--- src/rtl/dm_arbiter.sv ---
// dm_arbiter: two-requester round-robin front end for the word-organised data memory.
// Optional misalignment checking (m0_err/m1_err ports) is enabled by defining DM_ARB_ALIGN_CHK_EN.
`default_nettype none

module dm_arbiter #(
  parameter int ADDR_W  = 10,
  parameter bit RR_INIT = 1'b0
) (
  input  logic              clk,
  input  logic              reset,
  input  logic              m0_req,
  input  logic              m0_we,
  input  logic [1:0]        m0_size,
  input  logic [31:0]       m0_addr,
  input  logic [31:0]       m0_wdata,
  input  logic [31:0]       m0_pc,
  output logic              m0_gnt,
  output logic              m0_rvalid,
  output logic [31:0]       m0_rdata,
  input  logic              m1_req,
  input  logic              m1_we,
  input  logic [1:0]        m1_size,
  input  logic [31:0]       m1_addr,
  input  logic [31:0]       m1_wdata,
  input  logic [31:0]       m1_pc,
  output logic              m1_gnt,
  output logic              m1_rvalid,
  output logic [31:0]       m1_rdata,
`ifdef DM_ARB_ALIGN_CHK_EN
  output logic              m0_err,
  output logic              m1_err,
`endif
  output logic              mem_write,
  output logic [3:0]        mem_sig,
  output logic [ADDR_W-1:0] mem_a,
  output logic [31:0]       mem_wdata,
  output logic [31:0]       mem_addr,
  output logic [31:0]       mem_pc,
  input  logic [31:0]       mem_rdata
);

  typedef enum logic {IDLE = 1'b0, ACCESS = 1'b1} state_t;

  state_t      state, state_next;
  logic        cmd_we;
  logic [1:0]  cmd_size;
  logic [31:0] cmd_addr, cmd_wdata, cmd_pc;
  logic        owner;
  logic        rr;
  logic        win;
  logic        access;
  logic        bad;
  logic [3:0]  lane_sig;

  // rr names the requester that wins a tie.
  assign win    = m1_req && (!m0_req || rr);
  // A reset landing in the ACCESS cycle abandons the access entirely.
  assign access = (state == ACCESS) && !reset;

`ifdef DM_ARB_ALIGN_CHK_EN
  always_comb begin
    bad = 1'b0;
    case (cmd_size)
      2'd0:    bad = 1'b0;
      2'd1:    bad = cmd_addr[0];
      default: bad = (cmd_addr[1:0] != 2'b00);
    endcase
  end
`else
  assign bad = 1'b0;
`endif

  always_comb begin
    lane_sig = 4'hF;
    case (cmd_size)
      2'd0:    lane_sig = 4'b0001 << cmd_addr[1:0];
      2'd1:    lane_sig = cmd_addr[1] ? 4'd9 : 4'd3;
      default: lane_sig = 4'hF;
    endcase
  end

  always_comb begin
    state_next = state;
    case (state)
      IDLE:    if (m0_req || m1_req) state_next = ACCESS;
      ACCESS:  state_next = IDLE;
      default: state_next = IDLE;
    endcase
  end

  always_ff @(posedge clk) begin
    if (reset) state <= IDLE;
    else       state <= state_next;
  end

  always_ff @(posedge clk) begin
    if (reset) begin
      cmd_we    <= 1'b0;
      cmd_size  <= 2'd0;
      cmd_addr  <= 32'd0;
      cmd_wdata <= 32'd0;
      cmd_pc    <= 32'd0;
      owner     <= 1'b0;
    end else if (state == IDLE && (m0_req || m1_req)) begin
      cmd_we    <= win ? m1_we    : m0_we;
      cmd_size  <= win ? m1_size  : m0_size;
      cmd_addr  <= win ? m1_addr  : m0_addr;
      cmd_wdata <= win ? m1_wdata : m0_wdata;
      cmd_pc    <= win ? m1_pc    : m0_pc;
      owner     <= win;
    end
  end

  always_ff @(posedge clk) begin
    if (reset) rr <= RR_INIT;
    else if (access) rr <= ~owner;
  end

  // Each rdata register only ever captures its own owner's accesses.
  always_ff @(posedge clk) begin
    if (reset) begin
      m0_rvalid <= 1'b0;
      m1_rvalid <= 1'b0;
      m0_rdata  <= 32'd0;
      m1_rdata  <= 32'd0;
    end else begin
      m0_rvalid <= access && !owner;
      m1_rvalid <= access && owner;
      if (access && !owner) m0_rdata <= bad ? 32'd0 : mem_rdata;
      if (access && owner)  m1_rdata <= bad ? 32'd0 : mem_rdata;
    end
  end

`ifdef DM_ARB_ALIGN_CHK_EN
  always_ff @(posedge clk) begin
    if (reset) begin
      m0_err <= 1'b0;
      m1_err <= 1'b0;
    end else begin
      m0_err <= access && !owner && bad;
      m1_err <= access && owner && bad;
    end
  end
`endif

  assign m0_gnt    = access && !owner;
  assign m1_gnt    = access && owner;
  assign mem_write = access && cmd_we && !bad;
  assign mem_sig   = mem_write ? lane_sig : 4'd0;
  assign mem_a     = cmd_addr[ADDR_W+1:2];
  assign mem_wdata = cmd_wdata;
  assign mem_addr  = cmd_addr;
  assign mem_pc    = cmd_pc;

endmodule

`default_nettype wire
--- config.mk ---
export PLATFORM = sky130hd
export DESIGN_NAME = dm_arbiter
export DESIGN_NICKNAME = d
export VERILOG_FILES = /design/src/rtl/dm_arbiter.sv
export SDC_FILE = /design/constraint.sdc
export NUM_CORES = 1
export LEC_CHECK = 0
export ABC_AREA = 1
export BUFFER_PORTS_ARGS = -buffer_cell sky130_fd_sc_hd__buf_2
export CORE_AREA = 2 2 158 160
export DETAILED_ROUTE_END_ITERATION = 10
export DIE_AREA = 0 0 160 162
export GPL_TIMING_DRIVEN = 0
export RECOVER_POWER = 25
export SLEW_MARGIN = 20
export SYNTH_ARGS = -nofsm -noshare
export SYNTH_HDL_FRONTEND = slang
export SYNTH_SLANG_ARGS = --single-unit
--- constraint.sdc ---
create_clock -name clk -period 2.1 [get_ports clk]
set_clock_uncertainty 0.05 [all_clocks]
set_input_delay 0.21 -clock clk [delete_from_list [all_inputs] [get_ports clk]]
set_output_delay 0.21 -clock clk [all_outputs]
set_load 0.005 [all_outputs]
== After elaboration in Yosys (flattened, before gate mapping) ==
Cells that the tools add are included.

* Output and inout port bits: 179
* Flip-flop bits (word level): 168
* Memory bits (writable): 0
* Latch bits: 0
* ROM bits: 0
* Memories: 0

* Shift operators: 1
* Divide/modulo/power cells: 0
* Add/subtract/negate cells: 0
* $lt $le $gt $ge: 0
* Eq/ne operators: 1
* Reduce and logical (&&, ||, !) cells: 12
* Multiplexer cells: 10
* Multipliers: 0
* Bitwise logic cells: 2

{| class="wikitable"
|+ Operators by type and width
! kind !! number
|-
| $mux W32 || 3
|-
| $mux W4 || 2
|-
| $pmux W4 S2 || 1
|-
| $logic_and A1 B1 Y1 || 6
|-
| $shl A1 B2 Y4 const A || 1
|-
| $logic_not A1 Y1 || 3
|-
| $eq A2 B1 Y1 const B || 1
|-
| $logic_not A2 Y1 || 1
|-
| $logic_or A1 B1 Y1 || 2
|-
| $mux W1 || 2
|-
| $mux W2 || 1
|-
| $not A1 Y1 || 2
|-
| $pmux W1 S2 || 1
|}

== Depth between registers and ports, before layout ==
Gate-level depths: netlist (run 1).

* Depth after elaboration: 4
* Depth in mapped cells: 8

== Worst setup path after synthesis (run 1) ==
OpenSTA, ideal clock, no wires.

* Path kind: register to register
* Start: register rr
* End: register cmd_wdata[29] (netlist: mem_wdata[29])
* Slack: 0.908 ns
* Required time: 1.933 ns
* Clock period less this slack: 1.192 ns
* Stages on the path, launching flop included: 8
* Arrival: 1.025 ns
* Path through: dfxtp_1 > inv_1 > nand2_2 > buf_2 > buf_2 > a21oi_1 > nor2_1 > nor2_1

* Cells in the longest elaborated chain, start to end: 3

{| class="wikitable"
|+ RTL lines
! item !! RTL line !! RTL
|-
| start, declared || 49 || <nowiki>logic rr;</nowiki>
|-
| start signal, assigned || 116 || <nowiki>else if (access) rr <= ~owner;</nowiki>
|-
| $logic_or A1 B1 Y1 || 56 || <nowiki>assign win = m1_req && (!m0_req || rr);</nowiki>
|-
| $logic_and A1 B1 Y1 || 56 ||
|-
| $mux W32 || 108 || <nowiki>cmd_wdata <= win ? m1_wdata : m0_wdata;</nowiki>
|-
| end signal, assigned || 108 ||
|-
| end, declared || 47 || <nowiki>logic [31:0] cmd_addr, cmd_wdata, cmd_pc;</nowiki>
|}

Every way passes these cells.
A chain may end at the register's enable or synchronous reset.

== Final worst setup path (run 1) ==
* Start: register state
* End: output m0_gnt

* Cells in the longest elaborated chain, start to end: 2

{| class="wikitable"
|+ RTL lines
! item !! RTL line !! RTL
|-
| start, declared || 44 || <nowiki>state_t state, state_next;</nowiki>
|-
| start signal, assigned || 93 || <nowiki>else state <= state_next;</nowiki>
|-
| $logic_and A1 B1 Y1 || 58 || <nowiki>assign access = (state == ACCESS) && !reset;</nowiki>
|-
| $logic_and A1 B1 Y1 || 146 || <nowiki>assign m0_gnt = access && !owner;</nowiki>
|-
| end, declared || 17 || <nowiki>output logic m0_gnt,</nowiki>
|}

Every way passes these cells.

==> impl_metrics.yaml, run 1 <==
timing:
  drv_slew: 0
  fmax_mhz: 539
  finalSetupViolations: 0
  timing_worst_slew_pin_value_ns: 0.566
  period_share_pct: 88.4
  hold_viol_final: 0
  fin_crit_ns: 1.86
  setup_slack_ns: 0.244
  setup_tns_ns: 0
  maxSlewHeadroom_pct: 62.3
  rsz0062_at_grt: "false"
logic_synthesis:
  yosys.area_share.xor_xnor_pct: 0
  synth_mux_area_share_pct: 0
  ys_ff_latch: 168
  ys.flop_type: "dfxtp_1"
  synth_fa_ha_area_share_pct: 0
  yosys_warnings: 0
  synth_edf_count: 0
  synth_most_common_cell: "nor2_1"
  ys_types: 17
  syn_avg_cell_area_sq_um: 6.72
  syn-cell-area_sq_um: 7780
  synthArstFlopShare_pct: 0
  synth_top_family_by_area: "simple AND/OR/NAND/NOR gates"
  synthTopCellsByArea: "dfxtp_1, nand3_1, o21ai_0"
  synth_compound_area_share_pct: 17.2
  synthCells: 1158
  synth_nets: 1392
  synth_top_area_share_pct: 43.2
  synth_top_area_cell: "dfxtp_1"
  ys_top_cells_by_count: "nor2_1, dfxtp_1, nand3_1"
  ys_seq_area_share_pct: 43.2
  synthSimpleGateAreaFrac_pct: 25.9
cells_and_area:
  drive_gt1_share_pct: 28.4
  fin_nets: 1831
  num-fill-cells: 2661
  syn2layout_area_growth_pct: 39.5
  multi_input_area_sq_um: 3350
  register_area_sq_um: 3360
global_route:
  grt_first_pass_wirelength_um: 45500
  track_usage_pct: 22.4
  first_global_vias: 8415
  antenna_found_initial: 8
  grt_max_degree: 17
  grt.overflow.total: 0
power_and_ir_drop:
  powerDensity_nw_per_um2: 768
  leakage_nw: 5.73
  ir_drop_mv: 0.470
critical_path:
  slowest_delay_ns: 0.51
  crit_chain: "nand3b_1 > clkbuf_2 > inv_1 > buf_2"
  cp.buffers_inverters: 3
  crit_type: "reg2out"
  end_kind: "output port"
  cp_max_fo: 10
  critPathRequiredTime_ns: 1.84
  cp-start-kind: "flip-flop"
  slowest_stage: "dfxtp_1"
  crit_arrival_ns: 1.60
  critPathTopFamily: "flip-flops"
die:
  die_area_sq_um: 25900
  num_rows: 57
  core_sq_um: 24100
  start_util_pct: 32.3
  ios: 413
  die_y_um: 162
  dieWidth_um: 160
run_status:
  outcome: "completed"
clock_tree:
  clk_pin_slew_worst_paths_ns: 0.07
  cts_setup_buffers: 0
  cts_tree: "built"
  cts.sinks: 168
  numCtsBuffers: 17
  cts_max_path_buffers: 2
  cts_root_buf: "clkbuf_16"
  h-tree-depth: 4
  clock_latency_ns: 0.42
placement:
  port-buffer-count: 412
  dpl.hpwl_um: 23300
  place_ws_ns: 0.282
  gp_congestion: 0.903
route:
  via_per_inst: 4.60
  totalWireLength_um: 29900
  antenna_left: 0
  avgRoutedWirePerCell_um: 15.4
  dr_wl_met2_um: 14600
  wl_met1_um: 12100
  met3WireLength_um: 2310
  vias: 8917
  top_layer: "met5"
  first_pass_iters: 5
  drtIter0Drc: 565
  drc: 0
worst_hold_path:
  hp-class: "in2reg"
job:
  cap_violations: 0
cell usage in the layout (no fill, tap or decap), drive strengths merged, types with 2 or more instances in the layout:
| master | Yosys | layout |
|---|---|---|
| diode | 0 | 4 |
| nor2 | 207 | 207 |
| clkbuf | 39 | 108 |
| a21oi | 102 | 102 |
| dfxtp | 168 | 168 |
| dlygate4sd3 | 0 | 8 |
| nand2 | 102 | 102 |
| nand3 | 165 | 165 |
| buf | 67 | 428 |
| o21ai | 164 | 164 |
| clkinv | 0 | 7 |
| nand3b | 2 | 2 |
| inv | 140 | 146 |
worst reg2reg max path, cell delays in order, from the launching register on:
cell and delay [ns]:
dfxtp_1 0.32, inv_1 0.06, nand2_2 0.28, buf_2 0.36
buf_2 0.28, a21oi_1 0.09, nor2_1 0.21, nor2_1 0.06
sequential cells by signal (all words and copies together) (netlist names), 2 cells and up:
register   flops
m0_rdata      32
m1_rdata      32
mem_addr      32
mem_pc        32
mem_wdata     32
cmd_size       2
logic make-up (layout without fill, tap and decap cells):
kind of cell	count (synthesis)	after routing
simple gates	477	477
compound gates	267	267
buf+inv	246	698
flops	168	168
other cells	0	4
where the power goes:
part	leakage, nW	internal [mW]	switching (mW)
Combinational	4.06	0.686	0.944
Clock	0.286	1.70	1.43
Sequential	1.38	3.44	0.144
Total	5.73	5.82	2.51
stage by stage:
stage / utilization [%] / power, mW / cell area (sq um) / instances / hold slack, ns
floorplan: - / 4.49 / 7780 / 1158 / 0.229
global placement: 42.5 / 5.28 / 10200 / 1894 / 0.393
detailed placement: 42.5 / 5.29 / 10200 / 1894 / 0.410
CTS: 45.2 / 8.44 / 10900 / 1934 / 0.000203
global route: 45.0 / 8.79 / 10800 / 1936 / 0.00693
finish: 45.0 / 8.33 / 10800 / 1938 / 0.0127
area by class of cell:
| class | instances | area share, % |
|---|---|---|
| antenna | 4 | 0.0923 |
| buffer | 106 | 4.95 |
| clock buffer | 18 | 4.05 |
| clock inverter | 14 | 1.26 |
| inverter | 140 | 4.84 |
| multi-input combinational | 744 | 30.9 |
| sequential | 168 | 31.0 |
| tap | 324 | 3.74 |
| timing repair buffer | 420 | 19.1 |
final timing paths:
kind / slack, ns / end / startpoint / depth (start not counted)
setup reg to reg: 0.29 / mem_pc[28] / rr / 7
hold reg to reg: 0.43 / m0_rdata[8] / m0_rdata[8] / 2
hold / removal: 0.01 / m1_rdata[27] / mem_rdata[27] / 3
setup / recovery: 0.24 / m0_gnt / state / 4
per-layer routing:
layer	GRT usage [%]	vias up
met5	0	-
met4	7.49	6
met3	7.25	48
met2	39.8	338
met1	25.5	3934
li1	-	4591
what timing repair did:
action	CTS	global route
gates resized for setup	0	2
hold endpoints to repair	14	0
setup endpoints to repair	0	1
hold buffers	8	0
Note: power is estimated with default switching activity, not from simulation.
==> run 2, diff against run 1 <==
--- a/config.mk
+++ b/config.mk
@@ -7,9 +7,9 @@
 export LEC_CHECK = 0
 export ABC_AREA = 1
 export BUFFER_PORTS_ARGS = -buffer_cell sky130_fd_sc_hd__buf_2
-export CORE_AREA = 2 2 158 160
+export CORE_AREA = 2 2 160 162
 export DETAILED_ROUTE_END_ITERATION = 10
-export DIE_AREA = 0 0 160 162
+export DIE_AREA = 0 0 162 164
 export GPL_TIMING_DRIVEN = 0
 export RECOVER_POWER = 25
 export SLEW_MARGIN = 20
==> constraint.sdc (replaced) <==
create_clock -name clk -period 1.8 [get_ports clk]
set_clock_uncertainty 0.05 [all_clocks]
set_input_delay 0.18 -clock clk [delete_from_list [all_inputs] [get_ports clk]]
set_output_delay 0.18 -clock clk [all_outputs]
set_load 0.005 [all_outputs]
==> impl_metrics.yaml, run 2 (synthesized netlist as in run 1, its figures left out) <==
die:
  die_area_sq_um: 26600
  start_util_pct: 31.3
  core_sq_um: 24800
  dieWidth_um: 162
  num_rows: 58
  ios: 413
  die_y_um: 164
critical_path:
  cp-start-kind: "flip-flop"
  r2r_cells: 6
  crit_type: "reg2reg"
  r2r_setup_slack_ns: 0.13
  endpoint: "mem_pc[28]"
  crit_arrival_ns: 1.94
  critPathLaunch: "state"
  critPathRequiredTime_ns: 2.07
  end_kind: "flip-flop"
  r2r_start: "state"
  reg2reg_to: "mem_pc[28]"
  cp_max_fo: 10
timing:
  maxSlewHeadroom_pct: 66.1
  hold_viol_final: 0
  setup_tns_ns: 0
  timing_worst_slew_pin_value_ns: 0.509
  period_share_pct: 92.9
  hold_ws_ns: 0.0135
  fmax_mhz: 598
  finalSetupViolations: 0
  drv_slew: 0
  setup_slack_ns: 0.129
  rsz0062_at_grt: "false"
  fin_crit_ns: 1.67
cells_and_area:
  layout_commonest_cell: "buf_2"
  layout_common_cells: "buf_2, nor2_1, dfxtp_1, nand3_1, o21ai_0"
  utilization_pct: 44.6
  fin_nets: 1849
  fin_cells: 1958
  syn2layout_area_growth_pct: 42.4
  stdcell_area_sq_um: 11100
  drive_gt1_share_pct: 28.3
power_and_ir_drop:
  leakage_nw: 5.82
  powerDensity_nw_per_um2: 893
  p_total_mw: 9.89
  ir_drop_mv: 0.453
clock_tree:
  clk_pin_slew_worst_paths_ns: 0.07
  cts_root_buf: "clkbuf_16"
  numCtsBuffers: 17
  cts_tree: "built"
  cts.sinks: 168
  cts_max_path_buffers: 2
  h-tree-depth: 4
  cts_setup_buffers: 0
  clock_latency_ns: 0.42
placement:
  dpl.hpwl_um: 23800
  port-buffer-count: 412
  placedCellCount: 1900
  gp_congestion: 0.905
  place_ws_ns: -0.0174
  place_area_sq_um: 10300
global_route:
  antenna_found_initial: 6
  first_global_vias: 8532
  gr-usage-met3_pct: 6.31
  grt_first_pass_wirelength_um: 45500
  grt_max_degree: 17
  grt.overflow.total: 0
  met2_usage_pct: 38.2
  grt_use_met1_pct: 25.8
  top_usage_layer: "met2"
  track_usage_pct: 22.1
run_status:
  outcome: "completed"
route:
  antenna_left: 0
  drtIter0Drc: 567
  avgRoutedWirePerCell_um: 15.5
  vias: 9030
  drc: 0
  first_pass_iters: 7
  totalWireLength_um: 30400
  via_per_inst: 4.61
job:
  cap_violations: 0
worst_hold_path:
  hp-class: "in2reg"
run 2: where the power goes:
group          switching (mW)  internal [mW]
clock network            1.67           2.09
registers               0.176           4.01
logic                    1.11          0.828
run 2: area by class of cell:
class	instances	area (sq um)
inverters	140	526
fillers	2685	13700
plain buffers	106	543
clock inverters	14	165
repair buffers	438	2260
diodes	1	2.50
clock buffers	17	425
flip-flops and latches	168	3370
well taps	330	413
multi-input cells	744	3370
run 2: worst max-delay path: stages (launching register included):
cell and delay (ns):
dfxtp_4 0.38, nor2_4 0.34, buf_4 0.29, buf_4 0.20
nand2_1 0.06, nor2_1 0.18, nor2_1 0.06
run 2: layer usage:
| layer | wire length, um | up-vias |
|---|---|---|
| met5 | 46 | - |
| met4 | 970 | 8 |
| met3 | 2400 | 58 |
| met2 | 14400 | 327 |
| met1 | 12500 | 4020 |
| li1 | - | 4617 |
run 2: worst min-delay path by stage:
stage / from / end / slack (ns) / cells after the start
2_1_floorplan: reset / owner / 0.20 / 1
3_3_place_gp: reset / state / 0.37 / 2
3_5_place_dp: reset / owner / 0.37 / 2
4_1_cts: mem_rdata[10] / m0_rdata[10] / 0.00006 / 3
5_1_grt: mem_rdata[10] / m0_rdata[10] / 0.004 / 3
6_report: mem_rdata[24] / m0_rdata[24] / 0.01 / 3
run 2: timing repair:
item | 4_1_cts | 5_1_grt
endpoints found under the hold margin | 52 | 0
setup endpoints to repair | 9 | 4
resized for setup | 5 | 7
hold buffers | 26 | 0
